<file path="src/rtl/sub_pkg.sv">
// Shared types and helpers for the serial subtractor.
// State encoding and counter sizing live here so the top and bench agree.
package sub_pkg;

    typedef enum logic [1:0] {
        IDLE = 2'd0,
        SUB  = 2'd1,
        DONE = 2'd2
    } state_t;

    localparam int DEF_WIDTH = 4;

    function automatic int cnt_w(input int w);
        return (w > 1) ? $clog2(w) : 1;
    endfunction

endpackage

</file>
<file path="src/rtl/serial_sub_op_if.sv">
// start/busy/done bundle between the ALU control FSM and the subtractor.
// The controller is the master; the subtractor is the slave.
interface serial_sub_op_if #(
    parameter int WIDTH = 4
);
    logic             start;
    logic [WIDTH-1:0] num1;
    logic [WIDTH-1:0] num2;
    logic             busy;
    logic             done;
    logic [WIDTH:0]   result;

    modport master (
        output start, num1, num2,
        input  busy, done, result
    );

    modport slave (
        input  start, num1, num2,
        output busy, done, result
    );
endinterface

</file>
<file path="src/rtl/full_subtractor.sv">
// One-bit full subtractor cell: d = a - b - bin, with borrow out.
// Same shape as the adder's per-bit full-adder equations.
module full_subtractor (
    input  logic a,
    input  logic b,
    input  logic bin,
    output logic d,
    output logic bout
);
    assign d    = a ^ b ^ bin;
    assign bout = (~a & b) | (~(a ^ b) & bin);
endmodule

</file>
<file path="src/rtl/serial_sub_op.sv">
// Bit-serial unsigned subtractor, LSB first, one full-subtractor cell.
// result = {borrow, num1 - num2 mod 2^WIDTH}, valid from the done pulse.
module serial_sub_op
    import sub_pkg::*;
#(
    parameter int WIDTH = DEF_WIDTH
) (
    input  logic         clk,
    input  logic         rst,
    serial_sub_op_if.slave bus
);
    localparam int CW = cnt_w(WIDTH);
    localparam logic [CW-1:0] LAST = CW'(WIDTH - 1);

    state_t           state;
    state_t           nxt;
    logic [WIDTH-1:0] opa;
    logic [WIDTH-1:0] opb;
    logic [WIDTH-1:0] diff;
    logic [WIDTH:0]   res;
    logic [CW-1:0]    cnt;
    logic             bw;
    logic             d;
    logic             bout;

    full_subtractor u_fs (
        .a    (opa[0]),
        .b    (opb[0]),
        .bin  (bw),
        .d    (d),
        .bout (bout)
    );

    always_ff @(posedge clk) begin
        if (rst) begin
            state <= IDLE;
        end else begin
            state <= nxt;
        end
    end

    always_comb begin
        nxt = state;
        unique case (state)
            IDLE:    if (bus.start) nxt = SUB;
            SUB:     if (cnt == LAST) nxt = DONE;
            DONE:    nxt = IDLE;
            default: nxt = IDLE;
        endcase
    end

    always_ff @(posedge clk) begin
        if (rst) begin
            opa  <= '0;
            opb  <= '0;
            diff <= '0;
            res  <= '0;
            cnt  <= '0;
            bw   <= 1'b0;
        end else begin
            unique case (state)
                IDLE: begin
                    if (bus.start) begin
                        opa <= bus.num1;
                        opb <= bus.num2;
                        bw  <= 1'b0;
                        cnt <= '0;
                    end
                end
                SUB: begin
                    opa  <= opa >> 1;
                    opb  <= opb >> 1;
                    diff <= {d, diff[WIDTH-1:1]};
                    bw   <= bout;
                    cnt  <= cnt + 1'b1;
                    // final bit lands directly in the result, skipping diff
                    if (cnt == LAST) begin
                        res <= {bout, d, diff[WIDTH-1:1]};
                    end
                end
                default: begin
                end
            endcase
        end
    end

    assign bus.busy   = (state == SUB);
    assign bus.done   = (state == DONE);
    assign bus.result = res;
endmodule
</file>
<file path="src/flat_wrapper.sv">
// flat-port wrapper written by rule: the top's interface ports become plain ports
module serial_sub_op_flat import sub_pkg::*;
#(
    parameter int WIDTH = DEF_WIDTH
)
  (clk, rst, bus_start, bus_num1, bus_num2, bus_busy, bus_done, bus_result);
  serial_sub_op_if #(.WIDTH(WIDTH)) bus_i ();
  input  logic clk;
  input  logic rst;
  input wire logic [$bits(bus_i.start)-1:0] bus_start;
  input wire logic [$bits(bus_i.num1)-1:0] bus_num1;
  input wire logic [$bits(bus_i.num2)-1:0] bus_num2;
  output wire logic [$bits(bus_i.busy)-1:0] bus_busy;
  output wire logic [$bits(bus_i.done)-1:0] bus_done;
  output wire logic [$bits(bus_i.result)-1:0] bus_result;
  assign bus_i.start = bus_start;
  assign bus_i.num1 = bus_num1;
  assign bus_i.num2 = bus_num2;
  assign bus_busy = bus_i.busy;
  assign bus_done = bus_i.done;
  assign bus_result = bus_i.result;
  serial_sub_op #(.WIDTH(WIDTH)) u_core (.clk(clk), .rst(rst), .bus(bus_i));
endmodule
</file>
<file path="config.mk">
export PLATFORM = sky130hd
export DESIGN_NAME = serial_sub_op_flat
export DESIGN_NICKNAME = d
export VERILOG_FILES = /design/src/rtl/sub_pkg.sv /design/src/rtl/serial_sub_op_if.sv /design/src/rtl/full_subtractor.sv /design/src/rtl/serial_sub_op.sv /design/src/flat_wrapper.sv
export SDC_FILE = /design/constraint.sdc
export NUM_CORES = 1
export LEC_CHECK = 0
export CORE_MARGIN = 10
export CORE_UTILIZATION = 53
export DETAILED_ROUTE_END_ITERATION = 7
export GPL_TIMING_DRIVEN = 0
export PLACE_DENSITY = 0.81
export SLEW_MARGIN = 0
export SYNTH_ARGS = -nofsm -noshare
export SYNTH_HDL_FRONTEND = slang
export SYNTH_SLANG_ARGS = --single-unit
</file>
<file path="constraint.sdc">
create_clock -name clk -period 2.6 [get_ports clk]
set_input_delay 0.65 -clock clk [delete_from_list [all_inputs] [get_ports clk]]
set_output_delay 0.65 -clock clk [all_outputs]
set_load 0.005 [all_outputs]
</file>
==> key figures <==
Critical path
  • Worst path max stage delay: around 0.5 ns
  • Critical Path RT: about 2 ns
  • FF-to-FF path depth: 5
  • Cells along the critical path: and2b_1 > buf_6 > buf_8 > clkdlybuf4s50_1
  • WP data arrival: around 1.7 ns
  • Worst r2r src: u_core.cnt[0]$_SDFFE_PP0P_
  • Buffers & Inverters on Critical Path: 3
  • Reg-to-reg endpoint: u_core.bus.result[4]$_SDFFE_PP0P_
  • Type of origin of the critical path: flip-flop
  • Element type at the critical path end: output pin
  • Crit-path max FO: 10
  • Top cell family by delay on the critical path: buffers and inverters
  • Worst path slowest cell: clkdlybuf4s50_1
  • Reg2reg setup slack: between 1 and 1.5 ns
  • Worst Path Class, Setup: reg2out

STA
  • RSZ-0062 raised after global routing: no
  • Fmax: 424 MHz
  • Tcrit/Tclk final: 0.907
  • Setup TNS: 0 ns
  • Worst slew pin tran: roughly 0.6 ns
  • Clock skew: approximately 0.0054 ns
  • Slew headroom: 0.596
  • Final Slew Violations: 0
  • Finish-stage setup viols: 0
  • Final Hold Viols: 0
  • Tmin final: approximately 2.4 ns

Routing
  • Via count: about 730
  • Routed len/inst: 14.7 um
  • Post-route antenna net violation count: 0
  • Pre-antenna DRT Iters: 4
  • Final wirelength: 2000 um
  • 1st-iter DRT viols: 16
  • Drt drc: 0
  • Vias per cell: roughly 5.4

Clock tree
  • Setup bufs post-CTS: 0
  • Max H-tree Level: 1
  • TritonCTS Buffers: 3
  • CTS resizes: 0
  • Worst-path clk slew: about 0.12 ns
  • CTS Sinks: 21
  • # hold bufs at CTS: 0
  • Clk root buf: clkbuf_4
  • CTS tree: yes
  • Clock Tree Buf Depth: 2
  • Worst skew pair latency: 0.31 ns

Die
  • Placeable Area: about 1700 sq um
  • Cell row count: 15
  • Ports: 18
  • Die Span Y: just over 60 um
  • Die Width: around 62 um
  • Initial Util: 0.549
  • Die Area: a little under 4000 sq um

Power
  • Peak supply drop: roughly 0.46 mV
  • Sw frac: 0.262
  • Sequential fraction of design power: 0.576
  • Comb power frac: 0.163
  • Static Leak: roughly 0.00043 uW
  • Net switching power: roughly 160 uW
  • Clock power share: 0.261
  • Design Power: 607 uW
  • Pwr Density: ~520 nW/um^2
  • Internal: ~450 uW

Hold path
  • Hold WC Path Type: reg2reg
  • Worst hold path depth: 2
  • Hold endpoint: u_core.bus.result[1]$_SDFFE_PP0P_
  • Min-delay src: u_core.bus.result[1]$_SDFFE_PP0P_

Global route
  • First-pass GRT wire length: approximately 3200 um
  • Total global-route track usage: 0.114
  • Largest net degree at the start of global routing: 13
  • Vias in the first global route: 709
  • Global route overflow: 0
  • Initial antenna violation count: 0

Synth
  • Yosys reg bits: 21
  • Synthesized area per cell: around 10 sq um
  • Synth area leader: dfxtp_1
  • Yosys warns: 0
  • Most common cell in the netlist: dfxtp_1
  • Syn Inst Count: 90
  • Post-synth EDFFs: 0
  • FFs w/ async S/R, synth: 0
  • Sequential fraction of the synthesis area: 0.449
  • Post-synth top cells: 21 x dfxtp_1, 13 x nor2_1, 7 x a21oi_1, 7 x mux2i_1, 6 x a211oi_2
  • Synth Flop Type: dfxtp_1
  • Top post-synthesis cells by area: dfxtp_1 45%, a211oi_2 8.0%, mux2i_1 7.5%, nor2_1 5.2%, a21oi_1 3.7%
  • Post-Syn Nets: ~100
  • Post-synth top area share: 0.449
  • Mapped Area: around 940 sq um
  • Synth cell types: 29

Final layout
  • Share of cells above drive strength 1: 0.171
  • Synth-to-layout area growth: 24.4%
  • Final core occ: 0.683
  • Design Area, Final: around 1200 sq um
  • Inserted Diodes: 0
  • Layout net count: between 100 and 150

Placed design
  • Post-DP HPWL: 1550 um
  • DP Area: roughly 1100 sq um
  • Final GP Congestion: between 0.7 and 0.8
  • IO buf count: 17

Outcome
  • Outcome: complete, no violations

Job
  • MaxCap Viol Count: 0
-- through the flow --
stage / hold slack [ns] / std cells / setup WS [ns]
global placement: 0.444 / 132 / 0.609
floorplan: 0.443 / 90 / 1.19
CTS: 0.472 / 136 / 0.212
global route: 0.497 / 136 / 0.139
detailed placement: 0.456 / 132 / 0.564
finish: 0.467 / 136 / 0.242
-- state kept, by name, indices dropped and copies added (netlist names) --
register	count
u_core.opa	4
u_core.bus.result	5
u_core.bw	1
u_core.state	2
u_core.cnt	2
u_core.diff	3
u_core.opb	4
-- layout by cell type (no fill, tap or decap), drive strengths merged --
cell and n:
clkbuf 4, inv 1, a2111oi 1, mux2i 7, nand4bb 2, o21ba 1
a22oi 2, nor2b 1, o21bai 1, nor2 13, a211oi 8, ha 1
nand3b 1, dfxtp 21, o21ai 2, a311oi 1, a21oi 7, nor3b 1
nor4b 1, fa 1, clkinv 1, nand3 4, buf 7, clkdlybuf4s50 17
nand2 4, and2b 1
-- worst reg2reg max path: cells and delay by family (launching register included) --
family,cells,cell delay (ns)
adder cells (fa/ha/maj),1,0.17
AO/OA/AOI/OAI,1,0.07
AND/OR/NAND/NOR,2,0.36
flip-flops,1,0.40
buffers and inverters,1,0.18
-- area by class of cell --
class,count,area [sq um]
clock inverter,1,5.00
inverter,1,3.75
timing repair buffer,17,170
multi-input combinational,60,450
sequential,21,420
clock buffer,3,22.5
buffer,8,62.6
fill,128,542
tap,25,31.3
-- kinds of logic (layout without fill, tap and decap cells) --
family,count (synthesis),in the layout,share of synthesized area
buffers and inverters,9,30,0.0707
and+or+nand+nor,28,28,0.154
DFF,21,21,0.449
adders and majority gates,2,2,0.0347
AOI/OAI and AO/OA,23,23,0.218
muxes,7,7,0.0748
-- worst max-delay path by stage --
stage | startpoint | end | cells past startpoint
after floorplan | u_core.state[0]$_SDFFE_PP0P_ | bus_busy | 3
after global placement | u_core.state[0]$_SDFFE_PP0P_ | bus_busy | 4
after detailed placement | u_core.state[0]$_SDFFE_PP0P_ | bus_busy | 4
after CTS | u_core.state[0]$_SDFFE_PP0P_ | bus_busy | 4
after global routing | u_core.state[0]$_SDFFE_PP0P_ | bus_busy | 4
final | u_core.state[0]$_SDFFE_PP0P_ | bus_busy | 4
-- layer usage --
metal | up-vias | routed length (um) | GRT usage
met2 | 19 | 1020 | 0.200
met4 | 0 | 37 | 0.0573
met3 | 4 | 113 | 0.0346
li1 | 364 | - | -
met5 | - | 0 | 0
met1 | 346 | 821 | 0.119
-- power by group through the flow --
stage | clock (uW) | sequential, uW | combinational, uW
floorplan | 0 | 353 | 69.2
global placement | 0 | 355 | 96.1
detailed placement | 0 | 357 | 100
CTS | 161 | 349 | 100
global route | 174 | 351 | 109
finish | 159 | 349 | 99.0
(Power assumes the default switching activity.)
